$ cat src/rtl/fourbit_enc_ctrl.sv
// 4-to-2 encoder with a one-entry valid/ready output register and zero-vector counter.
// Define ROUND_ROBIN_EN to resolve multi-hot inputs round-robin instead of lowest-index-first.
module fourbit_enc_ctrl #(
  parameter int CNT_W = 8
) (
  input  logic             clk,
  input  logic             rst_n,
  input  logic [3:0]       a_in,
  input  logic             in_valid,
  output logic             in_ready,
  output logic [1:0]       y_code,
  output logic             y_multi,
  output logic             y_zero,
  output logic             out_valid,
  input  logic             out_ready,
  output logic [CNT_W-1:0] zero_cnt,
  output logic             state_dbg
);

  // Handshake: a transfer happens on a rising edge where valid && ready are both high;
  // the producer holds its data stable until then, and the output register holds while stalled.
  typedef enum logic {EMPTY = 1'b0, FULL = 1'b1} state_e;

  state_e     state;
  logic       accept;
  logic [1:0] grant;
  logic       multi;
  logic       zero;

  assign in_ready  = !out_valid || out_ready;
  assign accept    = in_valid && in_ready;
  assign multi     = (a_in & (a_in - 4'd1)) != 4'd0;
  assign zero      = (a_in == 4'd0);
  assign state_dbg = state;

`ifdef ROUND_ROBIN_EN
  logic [1:0] ptr;
  logic [1:0] idx;
  logic       found;

  // Search starts one past the last grant and wraps, so the last winner has lowest priority.
  always_comb begin
    grant = 2'd0;
    idx   = 2'd0;
    found = 1'b0;
    for (int i = 1; i <= 4; i++) begin
      idx = ptr + 2'(i);
      if (!found && a_in[idx]) begin
        grant = idx;
        found = 1'b1;
      end
    end
  end
`else
  always_comb begin
    grant = 2'd0;
    for (int i = 3; i >= 0; i--) begin
      if (a_in[i]) grant = 2'(i);
    end
  end
`endif

  always_ff @(posedge clk or negedge rst_n) begin
    if (!rst_n) begin
      state     <= EMPTY;
      out_valid <= 1'b0;
      y_code    <= 2'd0;
      y_multi   <= 1'b0;
      y_zero    <= 1'b0;
      zero_cnt  <= '0;
`ifdef ROUND_ROBIN_EN
      ptr       <= 2'd3;
`endif
    end else begin
      case (state)
        EMPTY: begin
          if (accept) begin
            state     <= FULL;
            out_valid <= 1'b1;
          end
        end
        FULL: begin
          if (!accept && out_ready) begin
            state     <= EMPTY;
            out_valid <= 1'b0;
          end
        end
        default: begin
          state     <= EMPTY;
          out_valid <= 1'b0;
        end
      endcase

      if (accept) begin
        y_code  <= grant;
        y_multi <= multi;
        y_zero  <= zero;
        if (zero && (zero_cnt != {CNT_W{1'b1}})) zero_cnt <= zero_cnt + 1'b1;
`ifdef ROUND_ROBIN_EN
        if (!zero) ptr <= grant;
`endif
      end
    end
  end

endmodule

$ cat config.mk
export PLATFORM = sky130hd
export DESIGN_NAME = fourbit_enc_ctrl
export DESIGN_NICKNAME = d
export VERILOG_FILES = /design/src/rtl/fourbit_enc_ctrl.sv
export SDC_FILE = /design/constraint.sdc
export NUM_CORES = 1
export LEC_CHECK = 0
export ABC_AREA = 0
export CORE_MARGIN = 2
export CORE_UTILIZATION = 43
export CTS_BUF_LIST = sky130_fd_sc_hd__clkbuf_16
export CTS_CLUSTER_DIAMETER = 40
export CTS_CLUSTER_SIZE = 14
export DETAILED_ROUTE_END_ITERATION = 10
export PLACE_DENSITY = 0.76
export SYNTH_ARGS = -nofsm -noshare
export SYNTH_HDL_FRONTEND = slang
export SYNTH_SLANG_ARGS = --single-unit
export TNS_END_PERCENT = 50
$ cat constraint.sdc
create_clock -name clk -period 1.7 [get_ports clk]
set_input_delay 0.255 -clock clk [delete_from_list [all_inputs] [get_ports clk]]
set_output_delay 0.255 -clock clk [all_outputs]
set_load 0.01 [all_outputs]
==> results.sh <==
export IMPL_die_area_sq_mm=0.001888
export IMPL_syn_to_final_growth_pct=56.45
export IMPL_timing_hold_ws_ns=0.3203
export IMPL_crit_chain="clkdlybuf4s50_1 > nand2b_2 > nand4_4 > nor4_1 > xor2_1"
export IMPL_synthArstFlopShare_pct=100.0
export IMPL_drc=0
export IMPL_synth_nets=70
export IMPL_clock_root_buffer="clkbuf_16"
export IMPL_reg2reg_to="zero_cnt[5]"
export IMPL_cts_tree="done"
export IMPL_setup_viol=0
export IMPL_synth_compound_area_share_pct=8.785
export IMPL_synth_area_mux_share_pct=2.243
export IMPL_nFillCells=109
export IMPL_grt_use_met2_pct=31.34
export IMPL_cpMaxStageDelayCell="clkdlybuf4s50_1"
export IMPL_slowest_delay_ns=0.49
export IMPL_die_w_um=43.46
export IMPL_power_density_mw_per_mm2=1096
export IMPL_hold_violations=0
export IMPL_die_h_um=43.46
export IMPL_rsz0062_at_grt="no"
export IMPL_ant_nets=0
export IMPL_fin_skew_ns=0.0007201
export IMPL_maxCapViolCount=0
export IMPL_cp_start_kind="input pin"
export IMPL_gp_congestion=0.7541
export IMPL_slew_violations=0
export IMPL_reg2reg_depth=5
export IMPL_worstSetupPathType="in -> reg"
export IMPL_syn_avg_cell_area_sq_um=10.97
export IMPL_cts_buffers=3
export IMPL_dpl_cell_area_sq_um=969.7
export IMPL_antenna_found_initial=0
export IMPL_num_io_pins=23
export IMPL_hp_class="in -> async"
export IMPL_grt_util_met1_pct=22.67
export IMPL_ir_worst_vdd_v=0.0007010
export IMPL_r2r_slack_ns=0.16
export IMPL_crit_start="out_ready"
export IMPL_ys_ff_latch=14
export IMPL_grt_max_degree=15
export IMPL_clockBufferDepth=2
export IMPL_fin_crit_ns=1.540
export IMPL_start_util_pct=44.96
export IMPL_nets=105
export IMPL_synth_top_family_by_area="simple AND/OR/NAND/NOR gates"
export IMPL_drt_pass1_iterations=4
export IMPL_synth_xor_area_share_pct=9.159
export IMPL_yosys_top_cells_area="dfrtp_1, xor2_1, nand2_1"
export IMPL_worstPathMaxFanout=7
export IMPL_insertion_delay_ns=0.24
export IMPL_p_total_uw=1148
export IMPL_synthAdderAreaFrac_pct=1.869
export IMPL_leakagePower_uw=0.0004854
export IMPL_synth_area_sq_um=669.4
export IMPL_syn_inst=61
export IMPL_fp_row_count=14
export IMPL_top_usage_layer="met2"
export IMPL_met3_usage_pct=4.167
export IMPL_period_share_pct=90.57
export IMPL_max_freq_mhz=649.5
export IMPL_r2r_start="zero_cnt[0]"
export IMPL_crit_arrival_ns=1.70
export IMPL_crit_end="zero_cnt[5]"
export IMPL_gr_total_overflow=0
export IMPL_dp_hpwl_mm=1.140
export IMPL_ys_seq_area_share_pct=52.34
export IMPL_clk_pin_slew_ns=0.05
export IMPL_wirelength_mm=1.557
export IMPL_initialDrtViolationCount=15
export IMPL_synth_edf_count=0
export IMPL_synthFlopType="dfrtp_1"
export IMPL_cts_setup_buffers=0
export IMPL_post_drt_wl_per_cell_um=14.03
export IMPL_slew_headroom_pct=73.86
export IMPL_first_global_vias=578
export IMPL_synthSimpleGateAreaFrac_pct=23.93
export IMPL_yosysUniqueCellTypes=22
export IMPL_grt_pass1_wl_mm=2.601
export IMPL_tightest_slew_ns=0.3886
export IMPL_final_area_sq_mm=0.001047
export IMPL_fp_coreArea_sq_mm=0.001489
export IMPL_grt_total_usage_pct=18.78
export IMPL_numPortBuffers=22
export IMPL_vias=580
export IMPL_synth_warnings=0
export IMPL_n_antenna_cell=0
export IMPL_clock_sinks=14
export IMPL_synth_top_area_share_pct=52.34
export IMPL_via_per_inst=5.225
export IMPL_drive_above_1_share_pct=17.89
export IMPL_worstSetupEndpointType="flip-flop"
export IMPL_synth_most_common_cell="dfrtp_1"
export IMPL_status="finished clean"
export IMPL_synth_top_area_cell="dfrtp_1"
export IMPL_netlist_top_cells_count="dfrtp_1, nand2_1, xor2_1, o21ai_0"
export IMPL_cts_max_level=1
export IMPL_required_ns=1.86
## kinds of logic after synthesis
logic type / Yosys count
compound gates: 10
xor+xnor: 7
fa+ha+maj: 1
buf+inv: 3
flops: 14
mux: 1
simple gates: 25
## per-stage QoR
stage	setup TNS, ns	util (%)	setup WS (ns)	std cells
2_1_floorplan	0	-	0.2382	61
3_3_place_gp	0	65.13	0.003468	107
3_5_place_dp	-0.006461	65.13	-0.006461	107
4_1_cts	0	70.34	0.1479	111
5_1_grt	0	70.34	0.02081	111
6_report	0	70.34	0.1604	111
## how the worst min path moves through the flow
stage / from / cells after the start / to / slack, ns
after detailed placement: state_dbg / 1 / out_valid / 0.46
after global placement: state_dbg / 1 / out_valid / 0.46
after global routing: rst_n / 2 / zero_cnt[6] / 0.36
final: rst_n / 2 / zero_cnt[6] / 0.32
after floorplan: rst_n / 0 / out_valid / -0.04
after CTS: rst_n / 2 / y_multi / 0.33
## cell usage in the layout, fill, tap and decap left out, types with 2 or more instances in the layout
master	Yosys	routed
nor2_1	2	2
nor3_1	2	2
clkbuf_16	0	3
xor2_1	7	7
clkdlybuf4s50_1	0	21
inv_1	3	3
buf_4	0	8
nand3_1	2	2
o31ai_1	2	2
dfrtp_1	14	14
o21ai_0	4	4
nand2_1	8	8
a21oi_1	3	3
nor4_1	3	3
## layout make-up
cell class / count / area [sq um] / area share (%)
Clock buffer: 3 / 75.07 / 7.168
Tap cell: 16 / 20.02 / 1.912
Inverter: 3 / 11.26 / 1.075
Clock inverter: 1 / 3.754 / 0.3584
Multi-Input combinational cell: 44 / 307.8 / 29.39
Sequential cell: 14 / 350.3 / 33.45
Timing Repair Buffer: 30 / 279.0 / 26.64
## routing by layer
layer  wire length, um  vias to the layer above
li1                  -                      285
met1               699                      281
met2               796                       12
met3                40                        2
met4                21                        0
met5                 0                        -
## flip-flops by register name (all words and copies together), names as in the netlist
name       flops
zero_cnt       8
state_dbg      1
y_zero         1
y_code         2
y_multi        1
out_valid      1
## critical path: cells and delay by family
kind / cells / cell delay [ns]
xor+xnor: 1 / 0.19
simple gates: 3 / 0.75
buf+inv: 1 / 0.49
## power breakdown
| part | switching (uW) | total [uW] | internal (uW) |
|---|---|---|---|
| Clock | 131 | 441 | 311 |
| Sequential | 52.1 | 437 | 385 |
| Combinational | 109 | 270 | 160 |
## what timing repair did
action | in CTS | in global routing
gates resized for setup | 1 | 0
hold buffers | 0 | 0
setup endpoints to repair | 1 | 0
Note: power is estimated with default switching activity, not from simulation.
